==> src/rtl/arm_pipe_pkg.sv <==
// Shared definitions for the ARM 5-stage pipeline control blocks.
//   mem_state_e : state encoding of the MEM-stage SRAM access sequencer
//   REG_W       : architectural register-number width
//   PC_REG      : register number that aliases the program counter
package arm_pipe_pkg;

    localparam int REG_W  = 4;
    localparam int PC_REG = 15;

    typedef enum logic {
        IDLE = 1'b0,
        WAIT = 1'b1
    } mem_state_e;

endpackage : arm_pipe_pkg

==> src/rtl/hazard_detect.sv <==
// Combinational RAW hazard detector between the ID stage and the EX/MEM stages.
// Ports:
//   forward_en            in  forwarding unit enabled (only load-use stalls remain)
//   id_valid              in  ID stage holds a real instruction
//   id_src1, id_src2      in  ID-stage source register numbers
//   id_two_src            in  id_src2 is actually read
//   exe_dest              in  EX-stage destination register
//   exe_wb_en             in  EX-stage instruction writes back
//   exe_mem_r_en          in  EX-stage instruction is a load
//   mem_dest              in  MEM-stage destination register
//   mem_wb_en             in  MEM-stage instruction writes back
//   haz                   out ID must stall one cycle
module hazard_detect
    import arm_pipe_pkg::*;
(
    input  logic             forward_en,
    input  logic             id_valid,
    input  logic [REG_W-1:0] id_src1,
    input  logic [REG_W-1:0] id_src2,
    input  logic             id_two_src,
    input  logic [REG_W-1:0] exe_dest,
    input  logic             exe_wb_en,
    input  logic             exe_mem_r_en,
    input  logic [REG_W-1:0] mem_dest,
    input  logic             mem_wb_en,
    output logic             haz
);

    // True when the ID instruction reads the given destination register.
    function automatic logic src_match(input logic [REG_W-1:0] dest,
                                       input logic             valid,
                                       input logic [REG_W-1:0] src1,
                                       input logic [REG_W-1:0] src2,
                                       input logic             two_src);
        return valid && ((src1 == dest) || (two_src && (src2 == dest)));
    endfunction

    logic exe_match;
    logic mem_match;

    assign exe_match = src_match(exe_dest, id_valid, id_src1, id_src2, id_two_src);
    assign mem_match = src_match(mem_dest, id_valid, id_src1, id_src2, id_two_src);

    always_comb begin
        haz = 1'b0;
        if (forward_en) begin
            // Forwarding covers every ALU result; only a load in EX cannot be
            // forwarded in time.
            haz = exe_match && exe_mem_r_en;
        end else begin
            haz = (exe_match && exe_wb_en) || (mem_match && mem_wb_en);
        end
    end

endmodule : hazard_detect

==> src/rtl/pipe_hazard_ctrl.sv <==
// Central stall/flush controller for the 5-stage ARM pipeline.
// Sequences multi-cycle SRAM accesses from MEM, stalls ID on RAW hazards and
// converts taken branches into flushes.
// Ports:
//   clk, rst                 clock, asynchronous active-high reset
//   forward_en               forwarding unit enabled
//   id_src1/id_src2/id_two_src/id_valid   ID-stage operand info
//   exe_dest/exe_wb_en/exe_mem_r_en       EX-stage control
//   mem_dest/mem_wb_en/mem_access         MEM-stage control
//   branch_taken             taken branch resolved in EX
//   sram_ready               SRAM access completes this cycle
//   mem_req                  out SRAM request
//   freeze_front             out freeze PC and IF/ID
//   freeze_all               out freeze ID/EX, EX/MEM, MEM/WB
//   flush_if, flush_id       out flush IF/ID, ID/EX
//   mem_err                  out sticky SRAM timeout flag (registered)
//   stall_cnt                out saturating count of freeze_front cycles (registered)
module pipe_hazard_ctrl
    import arm_pipe_pkg::*;
#(
    parameter int TIMEOUT = 64,
    parameter int CNT_W   = 16
) (
    input  logic             clk,
    input  logic             rst,
    input  logic             forward_en,
    input  logic [REG_W-1:0] id_src1,
    input  logic [REG_W-1:0] id_src2,
    input  logic             id_two_src,
    input  logic             id_valid,
    input  logic [REG_W-1:0] exe_dest,
    input  logic             exe_wb_en,
    input  logic             exe_mem_r_en,
    input  logic [REG_W-1:0] mem_dest,
    input  logic             mem_wb_en,
    input  logic             mem_access,
    input  logic             branch_taken,
    input  logic             sram_ready,
    output logic             mem_req,
    output logic             freeze_front,
    output logic             freeze_all,
    output logic             flush_if,
    output logic             flush_id,
    output logic             mem_err,
    output logic [CNT_W-1:0] stall_cnt
);

    localparam int WCNT_W = $clog2(TIMEOUT + 1);
    localparam logic [WCNT_W-1:0] TIMEOUT_V = WCNT_W'(TIMEOUT);

    mem_state_e        state_q, state_d;
    logic [WCNT_W-1:0] wait_cnt_q, wait_cnt_d;
    logic              mem_err_q, mem_err_d;
    logic [CNT_W-1:0]  stall_cnt_q, stall_cnt_d;
    logic              haz;

    hazard_detect u_hazard_detect (
        .forward_en   (forward_en),
        .id_valid     (id_valid),
        .id_src1      (id_src1),
        .id_src2      (id_src2),
        .id_two_src   (id_two_src),
        .exe_dest     (exe_dest),
        .exe_wb_en    (exe_wb_en),
        .exe_mem_r_en (exe_mem_r_en),
        .mem_dest     (mem_dest),
        .mem_wb_en    (mem_wb_en),
        .haz          (haz)
    );

    // Memory access sequencer. sram_ready is deliberately ignored in IDLE so
    // a stale ready from the previous access cannot complete a new one.
    always_comb begin
        state_d    = state_q;
        mem_req    = 1'b0;
        freeze_all = 1'b0;
        case (state_q)
            IDLE: begin
                if (mem_access) begin
                    mem_req    = 1'b1;
                    freeze_all = 1'b1;
                    state_d    = WAIT;
                end
            end
            WAIT: begin
                mem_req    = 1'b1;
                freeze_all = ~sram_ready;
                if (sram_ready) begin
                    state_d = IDLE;
                end
            end
            default: state_d = IDLE;
        endcase
    end

    // Priority: memory freeze > branch flush > hazard bubble. While frozen
    // the branch stays held in EX, so the flush simply happens later.
    always_comb begin
        freeze_front = 1'b0;
        flush_if     = 1'b0;
        flush_id     = 1'b0;
        if (freeze_all) begin
            freeze_front = 1'b1;
        end else if (branch_taken) begin
            flush_if = 1'b1;
            flush_id = 1'b1;
        end else if (haz) begin
            freeze_front = 1'b1;
            flush_id     = 1'b1;
        end
    end

    // WAIT-cycle counter saturates at TIMEOUT; the FSM keeps waiting after
    // a timeout, only the sticky flag reports it.
    always_comb begin
        wait_cnt_d = '0;
        if (state_q == WAIT) begin
            wait_cnt_d = (wait_cnt_q == TIMEOUT_V) ? wait_cnt_q : wait_cnt_q + 1'b1;
        end
        mem_err_d = mem_err_q | (wait_cnt_d == TIMEOUT_V);
    end

    always_comb begin
        stall_cnt_d = stall_cnt_q;
        if (freeze_front && (stall_cnt_q != {CNT_W{1'b1}})) begin
            stall_cnt_d = stall_cnt_q + 1'b1;
        end
    end

    always_ff @(posedge clk or posedge rst) begin
        if (rst) begin
            state_q     <= IDLE;
            wait_cnt_q  <= '0;
            mem_err_q   <= 1'b0;
            stall_cnt_q <= '0;
        end else begin
            state_q     <= state_d;
            wait_cnt_q  <= wait_cnt_d;
            mem_err_q   <= mem_err_d;
            stall_cnt_q <= stall_cnt_d;
        end
    end

    assign mem_err   = mem_err_q;
    assign stall_cnt = stall_cnt_q;

endmodule : pipe_hazard_ctrl

==> config.mk <==
export PLATFORM = sky130hd
export DESIGN_NAME = pipe_hazard_ctrl
export DESIGN_NICKNAME = d
export VERILOG_FILES = /design/src/rtl/arm_pipe_pkg.sv /design/src/rtl/hazard_detect.sv /design/src/rtl/pipe_hazard_ctrl.sv
export SDC_FILE = /design/constraint.sdc
export NUM_CORES = 1
export LEC_CHECK = 0
export CORE_MARGIN = 1.5
export CORE_UTILIZATION = 45
export CTS_CLUSTER_DIAMETER = 100
export DETAILED_ROUTE_END_ITERATION = 10
export HOLD_SLACK_MARGIN = 0.03
export PLACE_DENSITY_LB_ADDON = 0.2
export REMOVE_ABC_BUFFERS = 1
export SYNTH_ARGS = -nofsm -noshare
export SYNTH_HDL_FRONTEND = slang
export SYNTH_SLANG_ARGS = --single-unit
==> constraint.sdc <==
create_clock -name clk -period 2.5 [get_ports clk]
set_clock_uncertainty 0.1 [all_clocks]
set_input_delay 0.5 -clock clk [delete_from_list [all_inputs] [get_ports clk]]
set_output_delay 0.5 -clock clk [all_outputs]
set_load 0.01 [all_outputs]
==> reports/results.txt, run 1 <==
For this block, the initial DRC count from the detailed router was 44. First-pass detailed-route iteration total: 4. The run gives 1 as the number of levels the H-tree was split into. Setup repair after global routing could not meet its margin everywhere.

For the clock latency reported for the late side of the worst-skew pair, the log shows 0.32 ns. After technology mapping, the gate count stands at 144. For this design, the sink count on the clock tree is 25. For this run, design rule violations remaining after detail routing come to 0. The cell family contributing the most delay on the critical path is buffers and inverters.

In this run, flip-flops and latches consume 45.9% of the power. Using the TritonRoute via totals, the vias-per-cell ratio works out to 5.09. Compared with the post-synthesis result, the final layout area differs by 44.8%.

The tools report the total overflow reported by the global router as 0. The count of buffers inserted at the top-level ports was 48; the transition time of the tightest slew-check pin was 0.417 ns. The final layout contains routed wiring with a total length of 3.68 mm. After synthesis, flip-flops and latches occupy 42.4% of the total area. The number of different library cells used by synthesis comes to 34. The run finished with clean final reports. The detail route stage leaves a number of antenna-violating nets equal to 0.

The number of pins with negative max-slew slack in the final report was 0. The HPWL after detailed placement is 2.82 mm. The first global-routing pass estimated 5.99 mm of wire. The die is 60.3 um tall. The x dimension of the die works out to 60.3 um. The cell at the slowest stage of the critical path was sky130_fd_sc_hd__nor4_2. The biggest area contributor in the post-synthesis netlist is sky130_fd_sc_hd__dfrtp_1.

Walking the worst path, the cells encountered are clkdlybuf4s15_1 > xor2_1 > nor4_2 > o2bb2ai_2 > buf_4 > o21ai_0 > a21oi_1 > buf_2. The max-cap check violation count came out at 0. The largest fanout on the critical path is 2, and the count of state elements after synthesis is 25. Counting flops with an async set or reset pin after synthesis yields a share of 100%. The die covers 3630 um2. The number of ports placed on the die boundary is 49. STA classifies the critical path endpoint as a primary output.

Power spread over the standard cell area amounts to 548 nW/um2. The global-route usage over all layers was 22.4%; the quantity of hold-fixing buffers added after cts was 0. Power dissipated by switching net loads: 388 uW. The largest net degree at the start of global routing is 26. The worst path arrival time is 1.83 ns. The minimum clock period is 2.43 ns. Final hold analysis gives a worst-case slack of 0.393 ns.

The kind of critical path was input port to primary output. The category of the worst setup path launch point is an input port. The number of antenna diodes in the final layout is 0. The logs give 783 uW for the internal power consumption and 1.90 ns for the data required time of the critical path. Dividing the synthesized area by the synthesized cell count gives 10.2 um2.

The count of endpoints failing setup in the final report is 0, and the fraction of post-synthesis cell area in the top cell type by area is 42.4%. Yosys printed 0 warnings. Sorting the synthesized cells by area gives the leading types as sky130_fd_sc_hd__dfrtp_1 42%, sky130_fd_sc_hd__xnor2_1 18%, sky130_fd_sc_hd__nand3_1 4.1%, sky130_fd_sc_hd__xor2_1 3.6%, sky130_fd_sc_hd__nand4_1 3.4%. The tightest min-delay check is of the register to register type. The run gives 0 as the number of antenna violations at the first check in global routing. Once the floorplan was initialized, standard cells occupied 47.9% of the core. The logs give 20 for the placement row count and 0.399 mV for the maximum resistive drop on vdd. The dominant cell by count in the synthesized netlist was sky130_fd_sc_hd__xnor2_1. The buffer and inverter count on the worst path is 3, and the number of buffers between clock root and the deepest sink is 2. Across all layers, the routed design uses 1263 vias. The TritonCTS buffer count was 3. Overall power: 1170 uW. Core region area: 3080 um2.

The run gives 411 MHz as the highest attainable clock frequency. The number of global-route vias before repair is 1325, and the final weighted congestion in routability-driven placement is 0.887. The tools report the combinational power share as 38.6%. Library cell used as clock root buffer: sky130_fd_sc_hd__clkbuf_4. TritonCTS built the clock tree.

The synthesized netlist occupies a cell area of 1480 um2. In this run the tightest slew margin relative to its limit is 72.2%. Clock edge transition at the registers on the reported setup and hold paths: 0.14 ns. Summed over all cells, the static leakage comes to 0.000969 uW. In this run, the clock network consumes 15.5% of the power.

Counting instances in the post-synthesis netlist gives the leading cell types as 30 x sky130_fd_sc_hd__xnor2_1, 25 x sky130_fd_sc_hd__dfrtp_1, 12 x sky130_fd_sc_hd__nand3_1. Counting flops with a built-in enable in the synthesized netlist gives 0. Once layout is done, the placed cells without fillers occupy 2140 um2.

Dividing the detail-routed wire length by the instance count gives 14.8 um. Cells with a size suffix above 1 make up 15.2% of the layout. The flip-flop cell with the highest count after synthesis is sky130_fd_sc_hd__dfrtp_1. Of the available clock period, the critical path in the final layout requires 97.3%.

The net count of the finished layout is 235. The area after detailed placement was 2060 um2; the delay of the slowest critical-path stage was 0.32 ns. Of the total power, the share spent switching nets is 33.1%. The tools report the final number of hold-violating endpoints as 0.
==> per-layer routing <==
metal,track usage [%],part of all wire [%],vias up
li1,-,-,617
met1,24.7,41,608
met2,41.3,54,28
met3,5.41,3.5,10
met4,7.94,2.5,0
met5,0,0,-
==> area by class of cell <==
type | instances | area (um2)
Timing Repair Buffer | 59 | 571
Clock buffer | 4 | 26.3
Tap cell | 44 | 55.1
Inverter | 7 | 26.3
Fill cell | 270 | 942
Multi-Input combinational cell | 109 | 832
Sequential cell | 25 | 626
==> worst paths after layout <==
kind / startpoint / to / slack, ns / cells past startpoint
max: exe_dest[1] / flush_id / 0.07 / 8
min: stall_cnt[4]$_DFFE_PP0P_ / stall_cnt[4]$_DFFE_PP0P_ / 0.39 / 1
max reg2reg: stall_cnt[8]$_DFFE_PP0P_ / stall_cnt[1]$_DFFE_PP0P_ / 0.42 / 7
min reg2reg: stall_cnt[4]$_DFFE_PP0P_ / stall_cnt[4]$_DFFE_PP0P_ / 0.39 / 1
max in group asynchronous: rst / stall_cnt[8]$_DFFE_PP0P_ / 1.64 / 3
min in group asynchronous: rst / wait_cnt_q[3]$_DFF_PP0_ / 0.40 / 3
==> timing repair <==
item,4_1_cts,5_1_grt
endpoints found under the setup margin,3,10
resized for setup,26,17
pin swaps,6,10
setup buffers,2,1
==> power by group through the flow <==
stage               Sequential, uW  Combinational [uW]  Clock [uW]
floorplan                      562                 190           0
global placement               543                 438           0
detailed placement             548                 455           0
CTS                            539                 453         188
global route                   549                 495         199
finish                         537                 452         181
==> placed cells by master (no fill, tap or decap), drive strengths merged, types with 4 or more instances in the layout <==
cell type / instances
and2: 4
buf: 13
clkbuf: 6
nand4: 8
xor2: 6
dlymetal6s2s: 7
dfrtp: 25
inv: 7
nand3: 12
clkdlybuf4s15: 4
and3: 6
xnor2: 30
clkdlybuf4s50: 26
nand2: 6
nor2: 8
dlygate4sd2: 7
==> registers in the layout (all words and copies together), names as in the netlist <==
name,flops
state_q,1
stall_cnt,16
wait_cnt_q,7
mem_err,1
==> kinds of logic after synthesis <==
group	after synthesis	synth area share (%)
AO/OA/AOI/OAI	11	5.51
flip-flops	25	42.4
adder cells (fa/ha/maj)	3	2.54
multiplexers	4	2.88
XOR/XNOR	36	21.4
buffers and inverters	10	3.56
AND/OR/NAND/NOR	55	21.7
==> metrics by stage <==
stage / setup WS [ns] / std cells / util (%) / TNS (ns)
final: 0.0682 / 248 / 69.4 / 0
after global routing: -0.0395 / 248 / 69.4 / -0.0395
after CTS: 0.00281 / 247 / 68.3 / 0
after detailed placement: -0.575 / 241 / 66.8 / -5.31
after global placement: -0.421 / 241 / 66.8 / -2.41
after floorplan: 0.371 / 141 / - / 0
Power figures use the tool's default switching activity.
==> run 2: changes to the inputs <==
Settings changed: CORE_ASPECT_RATIO from default to 0.9, CORE_MARGIN 1.5 to default, SLEW_MARGIN from default to 15.
==> reports/results.txt, run 2 (synthesis results as in run 1) <==
The path class of the lowest-slack min-delay path was register to register. The global-route usage over all layers is 19.6% (-2.8 points), and the number of levels the H-tree was split into is 1 (unchanged). The number of fill cells in the layout is 244 (-9.6%). The tools report the number of ports placed on the die boundary as 49 (unchanged). The run gives 0.515 mV (+29%) as the maximum resistive drop on vdd. The initial core utilization came out at 47.7% (-0.19 points). The number of antenna violations at the first check in global routing is 0 (unchanged). The tools report the first-pass detailed-route iteration total as 4 (unchanged). The logs give 2.58 mm (-8.4%) for the detailed placer's ending HPWL and 5.43 mm (-9.3%) for the global-route wire length before repair. The run gives 0 ns (unchanged) as the final setup TNS. The path with the worst hold slack has its endpoint at mem_err$_DFF_PP0_.

In the layout the commonest cells are 29 x sky130_fd_sc_hd__xnor2_1, 25 x sky130_fd_sc_hd__clkdlybuf4s50_1, 25 x sky130_fd_sc_hd__dfrtp_1. For the area of the die, the log shows 3510 um2 (-3.3%). The run gives 0 (unchanged) as the max-cap check violation count. The endpoint identified for the worst register-to-register timing path is stall_cnt[1]$_DFFE_PP0P_. STA classifies the critical path endpoint as a primary output. Share of post-route cells with drive strength above 1: 16.6% (+1.4 points). The post-detailed-route via-to-cell ratio came out at 5.14 (+0.88%).

The run gives 2170 um2 (+1.6%) as the final instance area. The total vias in the final route came out at 1269 (+0.48%). The run gives 626 um2 (unchanged) as the area taken by flip-flops and latches.

The run gives 0.00101 uW (+4.2%) as the leakage power of the design. For the footprint of the multi-input gates, the log shows 852 um2 (+2.4%). The placement row count is 19 (-5.0%). The tools report the total overflow reported by the global router as 0 (unchanged).

The data required time of the critical path was 1.90 ns (about the same). The tools report the library cell used as clock root buffer as sky130_fd_sc_hd__clkbuf_4. The tools report the total wire length as 3.44 mm (-6.6%). The final period utilization was 98.1% (+0.87 points). The number of global-route vias before repair was 1296 (-2.2%); the clock edge transition at the registers on the reported setup and hold paths was 0.12 ns (-0.02 ns). The worst reg-to-reg path cell count works out to 7 (unchanged). The relative slew slack came out at 71.2% (-0.92 points). Count of buffers inserted at the top-level ports: 48 (unchanged).

TritonCTS built the clock tree. The clock net sink count was 25 (unchanged). The highest attainable clock frequency is 408 MHz (-0.89%). The tools report the start point of the worst hold path as mem_err$_DFF_PP0_. The number of flip-flops under the largest register name was 16 (unchanged); the count of endpoints failing setup in the final report was 0 (unchanged). The worst register-to-register path begins at stall_cnt[8]$_DFFE_PP0P_. The largest fanout on the critical path was 2 (unchanged). The x dimension of the die came out at 62.4 um (+3.5%). The global-route met3 utilization is 4.27% (-1.1 points), and the TritonCTS buffer count is 3 (unchanged). The worst setup path is of the input port to primary output kind. The share of the core filled with cells is 70.2% (+0.85 points), and the number of buffers between clock root and the deepest sink is 2 (unchanged). The tools report the DRC violation count after routing as 0 (unchanged). Setup repair after global routing could not meet its margin everywhere.

The run gives 26 (unchanged) as the largest net degree at the start of global routing. The routed wire length per instance is 13.9 um (-6.2%). The signed area change from the synthesized netlist to the final layout was 47.2%; the number of nets in the final layout was 236 (+0.43%).

The tools report the core region area as 3090 um2 (+0.41%). The area after detailed placement was 2050 um2 (-0.49%); the overall die height was 56.3 um (-6.5%). The run gives 0 (unchanged) as the final number of hold-violating endpoints. The number of pins with negative max-slew slack in the final report was 0 (unchanged).

Met2 capacity usage during global routing: 37.7% (-3.6 points). The reg2reg setup slack came out at 0.37 ns (-0.05 ns). Leaving out fill and tap cells, the most frequent cell in the layout is sky130_fd_sc_hd__xnor2_1. The final weighted congestion in routability-driven placement came out at 0.831 (-6.3%). The number of stages on the worst hold path was 1 (unchanged); the clock latency reported for the late side of the worst-skew pair was 0.31 ns (about the same). The number of antenna repair diodes is 0 (unchanged), and the minimum clock period is 2.45 ns (+0.0219 ns).

The run finished with clean final reports. The power density over the cells is 540 nW/um2 (-1.5%). For the residual antenna-violating net count after detailed routing, the log shows 0 (unchanged). The detailed router's first-iteration violation count is 18 (-59%).

The worst setup path is launched from an input port. The global routing's busiest layer is met2. The met1 capacity usage during global routing is 21.4% (-3.3 points), and the worst path arrival time is 1.85 ns (+0.02 ns).

The transition time of the tightest slew-check pin was 0.430 ns (+0.0138 ns).
[run 2: metrics by stage]
step	std cells	power, uW	worst slack (ns)	hold slack, ns
after CTS	245	1170	0.00167	0.403
after global placement	238	976	-0.459	0.353
after detailed placement	238	999	-0.539	0.373
final	247	1170	0.0463	0.392
after floorplan	141	752	0.371	0.403
after global routing	247	1250	-0.0521	0.422
[run 2: area by class of cell]
type / count / share of cell area [%]
Inverter: 7 / 1.21
Sequential cell: 25 / 28.8
Clock buffer: 4 / 1.21
Multi-Input combinational cell: 109 / 39.3
Timing Repair Buffer: 60 / 27.1
Tap cell: 42 / 2.42
[run 2: timing repair]
| action | CTS | global route |
|---|---|---|
| cloned | 0 | 1 |
| hold buffers | 0 | 0 |
| setup buffers | 3 | 1 |
| endpoints found under the setup margin | 2 | 14 |
| pin swaps | 5 | 11 |
| gates resized for setup | 23 | 24 |
[run 2: critical path, cell delays in order]
cell and delay (ns):
sky130_fd_sc_hd__dlygate4sd2_1 0.26, sky130_fd_sc_hd__xor2_1 0.15, sky130_fd_sc_hd__nor4_2 0.31, sky130_fd_sc_hd__o2bb2ai_4 0.16, sky130_fd_sc_hd__buf_4 0.13, sky130_fd_sc_hd__o21ai_1 0.06
sky130_fd_sc_hd__a21oi_1 0.14, sky130_fd_sc_hd__buf_2 0.15
[run 2: how the worst max path moves through the flow]
stage / from / to / slack (ns) / cells after the start
final: id_src1[3] / flush_id / 0.05 / 8
after global routing: id_src1[3] / flush_id / -0.05 / 8
after CTS: sram_ready / flush_if / 0.002 / 6
after detailed placement: exe_dest[1] / flush_id / -0.54 / 7
after global placement: exe_dest[1] / flush_id / -0.46 / 7
after floorplan: exe_dest[2] / stall_cnt[1]$_DFFE_PP0P_ / 0.37 / 6
[run 2: layer usage]
| metal | routed length (um) | vias up |
|---|---|---|
| met4 | 78 | 0 |
| met2 | 1850 | 30 |
| met3 | 135 | 10 |
| met1 | 1380 | 611 |
| li1 | - | 618 |
| met5 | 0 | - |
[run 2: report_power, final]
part           internal, uW  switching [uW]  total [uW]
registers               468            74.4         542
logic                   260             198         458
clock network          62.4             110         172
total                   790             382        1170
